### src/rtl/ray_dispatch_scheduler_if.sv
// Pixel-dispatch bundle between the generator, the scheduler and the cores.
// slave: scheduler side; master: generator/core side.
interface ray_dispatch_scheduler_if #(
  parameter int NUM_CORES = 4,
  parameter int COORD_W   = 10,
  parameter int CNT_W     = 20
);
  logic                 frame_start;
  logic [COORD_W-1:0]   pixel_x;
  logic [COORD_W-1:0]   pixel_y;
  logic                 pixel_valid;
  logic                 pixel_last;
  logic                 gen_ready;
  logic [NUM_CORES-1:0] core_free;
  logic [NUM_CORES-1:0] core_done;
  logic [NUM_CORES-1:0] core_start;
  logic [COORD_W-1:0]   core_pixel_x;
  logic [COORD_W-1:0]   core_pixel_y;
  logic [NUM_CORES-1:0] busy;
  logic                 frame_done;
  logic [CNT_W-1:0]     dispatched_count;

  modport slave (
    input  frame_start, pixel_x, pixel_y,
    input  pixel_valid, pixel_last,
    input  core_free, core_done,
    output gen_ready, core_start,
    output core_pixel_x, core_pixel_y,
    output busy, frame_done, dispatched_count
  );

  modport master (
    output frame_start, pixel_x, pixel_y,
    output pixel_valid, pixel_last,
    output core_free, core_done,
    input  gen_ready, core_start,
    input  core_pixel_x, core_pixel_y,
    input  busy, frame_done, dispatched_count
  );
endinterface

### src/rtl/ray_dispatch_scheduler.sv
// Round-robin pixel dispatcher to NUM_CORES ray cores with frame sequencing.
// Ports: clk, rst (async, active-low), bus (slave modport, all handshakes).
module ray_dispatch_scheduler #(
  parameter int NUM_CORES = 4,
  parameter int COORD_W   = 10,
  parameter int CNT_W     = 20
) (
  input logic                     clk,
  input logic                     rst,
  ray_dispatch_scheduler_if.slave bus
);
  localparam int PW = $clog2(NUM_CORES);

  typedef enum logic [1:0] {
    IDLE, RUN, DRAIN, DONE
  } state_e;

  state_e               state_q, state_d;
  logic [PW-1:0]        ptr_q, ptr_d;
  logic [NUM_CORES-1:0] busy_q, busy_d;
  logic [NUM_CORES-1:0] start_q, start_d;
  logic [COORD_W-1:0]   x_q, x_d;
  logic [COORD_W-1:0]   y_q, y_d;
  logic [CNT_W-1:0]     cnt_q, cnt_d;

  logic [NUM_CORES-1:0] avail, gnt_oh;
  logic [PW-1:0]        gnt;
  logic                 found, ready, accept;

  assign avail = bus.core_free & ~busy_q;

  // first available core at or after the pointer, wrapping
  always_comb begin : arb
    int            j;
    logic [PW-1:0] jj;
    j     = 0;
    jj    = '0;
    found = 1'b0;
    gnt   = '0;
    for (int i = 0; i < NUM_CORES; i++) begin
      j = int'(ptr_q) + i;
      if (j >= NUM_CORES) j = j - NUM_CORES;
      jj = PW'(j);
      if (!found && avail[jj]) begin
        found = 1'b1;
        gnt   = jj;
      end
    end
  end

  assign gnt_oh = NUM_CORES'(1) << gnt;
  assign ready  = (state_q == RUN) && found;
  assign accept = ready && bus.pixel_valid;

  always_comb begin
    state_d = state_q;
    ptr_d   = ptr_q;
    cnt_d   = cnt_q;
    x_d     = x_q;
    y_d     = y_q;
    start_d = '0;
    busy_d  = busy_q & ~bus.core_done;
    if (accept) begin
      busy_d  = busy_d | gnt_oh;
      start_d = gnt_oh;
      x_d     = bus.pixel_x;
      y_d     = bus.pixel_y;
      ptr_d   = (gnt == PW'(NUM_CORES - 1))
              ? '0 : gnt + PW'(1);
      if (cnt_q != '1) cnt_d = cnt_q + CNT_W'(1);
    end
    unique case (state_q)
      IDLE: begin
        if (bus.frame_start) begin
          state_d = RUN;
          cnt_d   = '0;
          ptr_d   = '0;
        end
      end
      RUN: begin
        if (accept && bus.pixel_last) state_d = DRAIN;
      end
      DRAIN: begin
        // wait for the last start pulse to land as well
        if (busy_q == '0 && start_q == '0) state_d = DONE;
      end
      DONE:    state_d = IDLE;
      default: state_d = IDLE;
    endcase
  end

  always_ff @(posedge clk or negedge rst) begin
    if (!rst) begin
      state_q <= IDLE;
      ptr_q   <= '0;
      busy_q  <= '0;
      start_q <= '0;
      x_q     <= '0;
      y_q     <= '0;
      cnt_q   <= '0;
    end else begin
      state_q <= state_d;
      ptr_q   <= ptr_d;
      busy_q  <= busy_d;
      start_q <= start_d;
      x_q     <= x_d;
      y_q     <= y_d;
      cnt_q   <= cnt_d;
    end
  end

  assign bus.gen_ready        = ready;
  assign bus.core_start       = start_q;
  assign bus.core_pixel_x     = x_q;
  assign bus.core_pixel_y     = y_q;
  assign bus.busy             = busy_q;
  assign bus.frame_done       = (state_q == DONE);
  assign bus.dispatched_count = cnt_q;
endmodule
### src/flat_wrapper.sv
// flat-port wrapper written by rule: the top's interface ports become plain ports
module ray_dispatch_scheduler_flat 
#(
  parameter int NUM_CORES = 4,
  parameter int COORD_W   = 10,
  parameter int CNT_W     = 20
)
  (clk, rst, bus_frame_start, bus_pixel_x, bus_pixel_y, bus_pixel_valid, bus_pixel_last, bus_core_free, bus_core_done, bus_gen_ready, bus_core_start, bus_core_pixel_x, bus_core_pixel_y, bus_busy, bus_frame_done, bus_dispatched_count);
  ray_dispatch_scheduler_if #(.NUM_CORES(NUM_CORES), .COORD_W(COORD_W), .CNT_W(CNT_W)) bus_i ();
  input logic clk;
  input logic rst;
  input wire logic [$bits(bus_i.frame_start)-1:0] bus_frame_start;
  input wire logic [$bits(bus_i.pixel_x)-1:0] bus_pixel_x;
  input wire logic [$bits(bus_i.pixel_y)-1:0] bus_pixel_y;
  input wire logic [$bits(bus_i.pixel_valid)-1:0] bus_pixel_valid;
  input wire logic [$bits(bus_i.pixel_last)-1:0] bus_pixel_last;
  input wire logic [$bits(bus_i.core_free)-1:0] bus_core_free;
  input wire logic [$bits(bus_i.core_done)-1:0] bus_core_done;
  output wire logic [$bits(bus_i.gen_ready)-1:0] bus_gen_ready;
  output wire logic [$bits(bus_i.core_start)-1:0] bus_core_start;
  output wire logic [$bits(bus_i.core_pixel_x)-1:0] bus_core_pixel_x;
  output wire logic [$bits(bus_i.core_pixel_y)-1:0] bus_core_pixel_y;
  output wire logic [$bits(bus_i.busy)-1:0] bus_busy;
  output wire logic [$bits(bus_i.frame_done)-1:0] bus_frame_done;
  output wire logic [$bits(bus_i.dispatched_count)-1:0] bus_dispatched_count;
  assign bus_i.frame_start = bus_frame_start;
  assign bus_i.pixel_x = bus_pixel_x;
  assign bus_i.pixel_y = bus_pixel_y;
  assign bus_i.pixel_valid = bus_pixel_valid;
  assign bus_i.pixel_last = bus_pixel_last;
  assign bus_i.core_free = bus_core_free;
  assign bus_i.core_done = bus_core_done;
  assign bus_gen_ready = bus_i.gen_ready;
  assign bus_core_start = bus_i.core_start;
  assign bus_core_pixel_x = bus_i.core_pixel_x;
  assign bus_core_pixel_y = bus_i.core_pixel_y;
  assign bus_busy = bus_i.busy;
  assign bus_frame_done = bus_i.frame_done;
  assign bus_dispatched_count = bus_i.dispatched_count;
  ray_dispatch_scheduler #(.NUM_CORES(NUM_CORES), .COORD_W(COORD_W), .CNT_W(CNT_W)) u_core (.clk(clk), .rst(rst), .bus(bus_i));
endmodule
### config.mk
export PLATFORM = sky130hd
export DESIGN_NAME = ray_dispatch_scheduler_flat
export DESIGN_NICKNAME = d
export VERILOG_FILES = /design/src/rtl/ray_dispatch_scheduler_if.sv /design/src/rtl/ray_dispatch_scheduler.sv /design/src/flat_wrapper.sv
export SDC_FILE = /design/constraint.sdc
export NUM_CORES = 1
export LEC_CHECK = 0
export BUFFER_PORTS_ARGS = -buffer_cell sky130_fd_sc_hd__clkbuf_2
export CAP_MARGIN = 15
export CORE_MARGIN = 2
export CORE_UTILIZATION = 52
export DETAILED_ROUTE_END_ITERATION = 8
export GPL_TIMING_DRIVEN = 1
export HOLD_SLACK_MARGIN = 0.06
export PLACE_DENSITY = 0.86
export SETUP_SLACK_MARGIN = 0.15
export SLEW_MARGIN = 30
export SYNTH_ARGS = -nofsm -noshare
export SYNTH_HDL_FRONTEND = slang
export SYNTH_SLANG_ARGS = --single-unit
### constraint.sdc
create_clock -name clk -period 2.8 [get_ports clk]
set_input_delay 0.42 -clock clk [delete_from_list [all_inputs] [get_ports clk]]
set_output_delay 0.42 -clock clk [all_outputs]
set_load 0.01 [all_outputs]
==> flow_summary.yaml, run 1 <==
outcome:
  run_status: "finished, final reports clean"
routing:
  via_per_inst: 5.22
  vias: 2270
  dr.pass1.iters: 5
  dr.first_iter.drc_count: 119
  drc: 0
  wl_per_cell_um: 13.5
  drt-total-wl_um: 5860
  antenna_left: 0
flow_run:
  maxCapViolCount: 0
power:
  power_density_nw_per_um2: 759
  ir_worst_vdd_v: 0.000449
  p_leak_nw: 1.69
critical_path:
  worst-setup-path-type: "reg -> reg"
  worst-path-buf-inv: 1
  crit_arrival_ns: 2.43
  cp_top_family: "compound AO/OA/AOI/OAI gates"
  crit_path_start_kind: "flop"
  crit_slowest_cell: "dfrtp_1"
  slowest_delay_ns: 0.43
  cp_cell_sequence: "inv_1, ha_1, nand2_1, a41o_1, a211o_1, o311ai_0, o41ai_1"
  crit_path_end_kind: "flop"
  required_ns: 2.98
  crit_fanout: 14
global_routing:
  grt_usage: 0.219
  grt_overflow: 0
  grt_max_degree: 28
  grt_pass1_vias: 2204
  grt_pass1_wl_um: 9610
  grt_antenna_before_repair: 0
clock_network:
  cts_setup_buffers: 0
  cts_tree: "built"
  cts_buffer_depth: 2
  cts_buffers: 5
  htreeDepth: 2
  clk_pin_slew_ns: 0.10
  cts_hold_buffers: 0
  ctsResizeCount: 0
  cts.sinks: 52
  cts_root_buf: "clkbuf_8"
  clk_latency_ns: 0.30
synth:
  synthFlopType: "dfrtp_1"
  ys_warn_count: 0
  synth-seq-cells: 52
  synthArstFlopShare: 1.00
  synth-edff-count: 0
  ys_seq_area_frac: 0.484
  synth_area_per_cell_um2: 9.56
  synthCells: 281
  yosysUniqueCellTypes: 51
  synth_area_um2: 2690
  syn_nets: 324
timing:
  finalSetupViolations: 0
  tns_ns: 0
  slew_headroom: 0.617
  hold_viol: 0
  finalCritPeriodShare: 0.802
  rsz0062_at_grt: "false"
  worstMarginPinSlew_ns: 0.575
  min_period_ns: 2.25
  drv_slew: 0
  skew_ns: 0.0121
  fmax_mhz: 445
placed_design:
  dp_hpwl_um: 4370
  portBuffers: 82
  place.gp.congestion: 0.800
  placed_area_um2: 3150
layout:
  nets: 407
  layout_commonest_cell: "clkbuf_2"
  final_cell_mix: "82 x clkbuf_2, 77 x nand2_1, 52 x dfrtp_1"
  synthToLayoutAreaGrowth_pct: 20.6
  antenna_cells: 0
  fin_area_um2: 3240
  drive_gt1_frac: 0.301
floorplan:
  die-area_um2: 5760
  fp-row-count: 26
  io_pins: 83
  die_h_um: 75.9
  fp.coreArea_um2: 5040
  die_w_um: 75.9
  initial_core_util: 0.533
hold_path:
  hp-class: "in -> async"
-- metrics by stage --
step	cells	total power, mW	hold WS, ns	utilization	setup WS (ns)
floorplan	281	1.71	0.124	-	1.04
global placement	427	2.01	0.394	0.625	0.739
detailed placement	427	2.07	0.404	0.625	0.612
CTS	435	2.49	0.0680	0.643	0.575
global route	435	2.67	0.0751	0.643	0.342
finish	435	2.46	0.0571	0.643	0.554
-- flip-flops by register name, summed over array words and instances (netlist names) --
signal / cells
u_core.bus.busy: 4
u_core.bus.core_pixel_y: 10
u_core.bus.core_start: 4
u_core.bus.core_pixel_x: 10
u_core.bus.dispatched_count: 20
u_core.state_q: 2
u_core.ptr_q: 2
-- power by group --
| part | switching (mW) | internal, mW | total [mW] |
|---|---|---|---|
| registers | 0.144 | 0.948 | 1.09 |
| clock network | 0.250 | 0.175 | 0.424 |
| logic | 0.547 | 0.398 | 0.945 |
| total | 0.940 | 1.52 | 2.46 |
-- layer usage --
metal / GRT usage / vias up / share of wire
li1: - / 1112 / -
met1: 0.275 / 1080 / 0.44
met2: 0.373 / 67 / 0.50
met3: 0.0503 / 11 / 0.050
met4: 0.0760 / 0 / 0.017
met5: 0 / - / 0
-- worst paths after layout --
| path | from | endpoint | slack [ns] | cells after the start |
|---|---|---|---|---|
| min in group clk | bus_pixel_x[7] | u_core.bus.core_pixel_x[7] | 0.30 | 3 |
| worst max register to register | u_core.state_q[1] | u_core.bus.dispatched_count[14] | 0.55 | 7 |
| worst max-delay path | u_core.state_q[1] | u_core.bus.dispatched_count[14] | 0.55 | 7 |
| worst min-delay path | rst | u_core.bus.dispatched_count[11] | 0.06 | 1 |
| max in group asynchronous | rst | u_core.bus.dispatched_count[3] | 2.11 | 2 |
| worst min register to register | u_core.bus.core_pixel_x[0] | u_core.bus.core_pixel_x[0] | 0.48 | 2 |
-- area by class of cell --
cell class	count	area (um2)
clock buffers	5	68.8
clock inverters	3	18.8
fillers	414	1800
inverters	11	41.3
multi-input cells	207	1270
flip-flops and latches	52	1300
well taps	70	87.6
repair buffers	87	448
-- kinds of logic after synthesis --
group / after synthesis / share of synthesized area
buffers and inverters: 22 / 0.0442
AOI/OAI and AO/OA: 35 / 0.103
adders and majority gates: 10 / 0.0466
and+or+nand+nor: 146 / 0.266
xor gates and xnor gates: 9 / 0.0293
DFF: 52 / 0.484
muxes: 7 / 0.0265
-- Yosys cell counts, drive strengths merged (3+ instances only) --
| master | count | area [um2] |
|---|---|---|
| nor2 | 18 | 67.6 |
| nand4 | 9 | 56.3 |
| a21oi | 8 | 43.8 |
| clkbuf | 3 | 11.3 |
| dfrtp | 52 | 1300 |
| and4 | 3 | 28.8 |
| nand2 | 77 | 289 |
| mux2i | 6 | 60.1 |
| a211oi | 5 | 37.5 |
| xnor2 | 8 | 70.1 |
| inv | 11 | 41.3 |
| a21o | 4 | 31.3 |
| nor4 | 4 | 37.5 |
| nand2b | 9 | 78.8 |
| and2 | 7 | 45.1 |
| nor3 | 8 | 40.0 |
| nand3 | 5 | 30.0 |
| ha | 10 | 125 |
| buf | 8 | 66.3 |
Power figures use the tool's default switching activity.
==> run 2: changes to the inputs <==
--- a/config.mk
+++ b/config.mk
@@ -8,11 +8,11 @@
 export BUFFER_PORTS_ARGS = -buffer_cell sky130_fd_sc_hd__clkbuf_2
 export CAP_MARGIN = 15
 export CORE_MARGIN = 2
-export CORE_UTILIZATION = 52
+export CORE_UTILIZATION = 51
 export DETAILED_ROUTE_END_ITERATION = 8
 export GPL_TIMING_DRIVEN = 1
 export HOLD_SLACK_MARGIN = 0.06
-export PLACE_DENSITY = 0.86
+export PLACE_DENSITY = 0.85
 export SETUP_SLACK_MARGIN = 0.15
 export SLEW_MARGIN = 30
 export SYNTH_ARGS = -nofsm -noshare
==> constraint.sdc (replaced) <==
create_clock -name clk -period 2.1 [get_ports clk]
set_input_delay 0.315 -clock clk [delete_from_list [all_inputs] [get_ports clk]]
set_output_delay 0.315 -clock clk [all_outputs]
set_load 0.01 [all_outputs]
==> flow_summary.yaml, run 2 (synthesis results as in run 1) <==
outcome:
  run_status: "finished, final reports clean"
global_routing:
  grt_usage: 0.212
  use_met2: 0.359
  grt_pass1_vias: 2199
  grt_max_degree: 30
  busiest_layer: "met2"
  grt_antenna_before_repair: 0
  grt_overflow: 0
  grt_pass1_wl_um: 10100
  use_met1: 0.273
  grt_use_met3: 0.0450
routing:
  drt-total-wl_um: 6130
  drc: 0
  wl_per_cell_um: 13.7
  dr.pass1.iters: 4
  vias: 2349
  antenna_left: 0
  dr.first_iter.drc_count: 116
  via_per_inst: 5.27
timing:
  skew_ns: 0.0117
  tns_ns: 0
  min_period_ns: 1.90
  hold_viol: 0
  fmax_mhz: 526
  slew_headroom: 0.587
  drv_slew: 0
  fin_ws_ns: 0.199
  rsz0062_at_grt: "false"
  worstMarginPinSlew_ns: 0.620
  finalSetupViolations: 0
  finalCritPeriodShare: 0.905
critical_path:
  crit_arrival_ns: 2.14
  rrSetupSlack_ns: 0.20
  worst-setup-path-type: "reg -> reg"
  r2r_start: "u_core.state_q[1]"
  cp_top_family: "compound AO/OA/AOI/OAI gates"
  slowest_delay_ns: 0.40
  worst-path-buf-inv: 1
  cp_cell_sequence: "inv_2, ha_2, nand2_1, a41o_4, a211o_4, or3_1, a21oi_1"
  crit_path_end_kind: "flop"
  rr_endpoint: "u_core.bus.dispatched_count[9]"
  crit_path_start_kind: "flop"
  crit_slowest_cell: "dfrtp_1"
  required_ns: 2.33
  reg2regPathDepth: 7
  crit_fanout: 7
  crit_path_start: "u_core.state_q[1]"
power:
  ir_worst_vdd_v: 0.000515
  power_density_nw_per_um2: 1010
  p_leak_nw: 1.77
floorplan:
  die_w_um: 76.6
  fp-row-count: 26
  io_pins: 83
  fp.coreArea_um2: 5110
  die_h_um: 76.6
  initial_core_util: 0.526
  die-area_um2: 5870
layout:
  multi_input_area_um2: 1350
  antenna_cells: 0
  regArea_um2: 1300
  nets: 418
  drive_gt1_frac: 0.351
  synthToLayoutAreaGrowth_pct: 27.2
  final_cell_mix: "82 x clkbuf_2, 77 x nand2_1, 52 x dfrtp_1"
  layout_commonest_cell: "clkbuf_2"
  largest_reg_flops: 20
  n_fill_cell: 414
placed_design:
  pre_cts_ws_ns: 0.114
  portBuffers: 82
  place.gp.congestion: 0.830
  dp_hpwl_um: 4380
hold_path:
  min_from: "bus_pixel_y[5]"
  hp-class: "in -> reg"
  whs_path_depth: 3
  hold-path-endpoint: "u_core.bus.core_pixel_y[5]"
clock_network:
  clk_latency_ns: 0.31
  cts.sinks: 52
  cts_buffer_depth: 2
  htreeDepth: 2
  cts_tree: "built"
  cts_buffers: 5
  cts_root_buf: "clkbuf_8"
  clk_pin_slew_ns: 0.11
flow_run:
  maxCapViolCount: 0
## run 2: cell count changes in the layout (fill, tap and decap cells not counted), moves of 2 or more
| cell | delta |
|---|---|
| buf_4 | +8 |
| nor3_1 | -4 |
| nor3_2 | +4 |
| clkinv_2 | -2 |
| inv_6 | +2 |
## run 2: worst max-delay path by stage
stage,endpoint,slack [ns],depth (start not counted)
floorplan,u_core.bus.dispatched_count[12],0.34,7
global placement,u_core.bus.dispatched_count[18],0.20,7
detailed placement,u_core.bus.dispatched_count[18],0.11,7
CTS,u_core.bus.dispatched_count[12],0.15,6
global route,u_core.bus.dispatched_count[9],0.13,7
finish,u_core.bus.dispatched_count[9],0.20,7
## run 2: repair_timing
item,CTS,global route
hold buffers,1,0
resized for setup,7,11
setup endpoints to repair,10,13
buffers inserted,1,5
endpoints found under the hold margin,23,0
pin swaps,2,3
## run 2: layer usage
layer | share of wire | vias to the layer above
met5 | 0 | -
met2 | 0.49 | 81
met3 | 0.056 | 8
met1 | 0.45 | 1124
li1 | - | 1136
met4 | 0.012 | 0
## run 2: area by class of cell
type                    count  area share
clock inverters             3     0.00732
clock buffers               5      0.0201
well taps                  70      0.0256
multi-input cells         207       0.394
flip-flops and latches     52       0.381
repair buffers             98       0.161
inverters                  11      0.0121
## run 2: report_power, final
group	internal [mW]	switching (mW)
Clock	0.244	0.362
Sequential	1.26	0.187
Combinational	0.630	0.780
## run 2: tightest hold or removal path, delay by kind of cell
family | cells | cell delay (ns)
simple gates | 2 | 0.08
buf+inv | 1 | 0.08
## run 2: through the flow
step	utilization	hold slack (ns)	power, mW	std cells	area (um2)
2_1_floorplan	-	0.0194	2.28	281	2690
3_3_place_gp	0.626	0.357	2.70	431	3200
3_5_place_dp	0.626	0.363	2.77	431	3200
4_1_cts	0.654	0.180	3.39	441	3340
5_1_grt	0.670	0.177	3.71	446	3420
6_report	0.670	0.182	3.47	446	3420
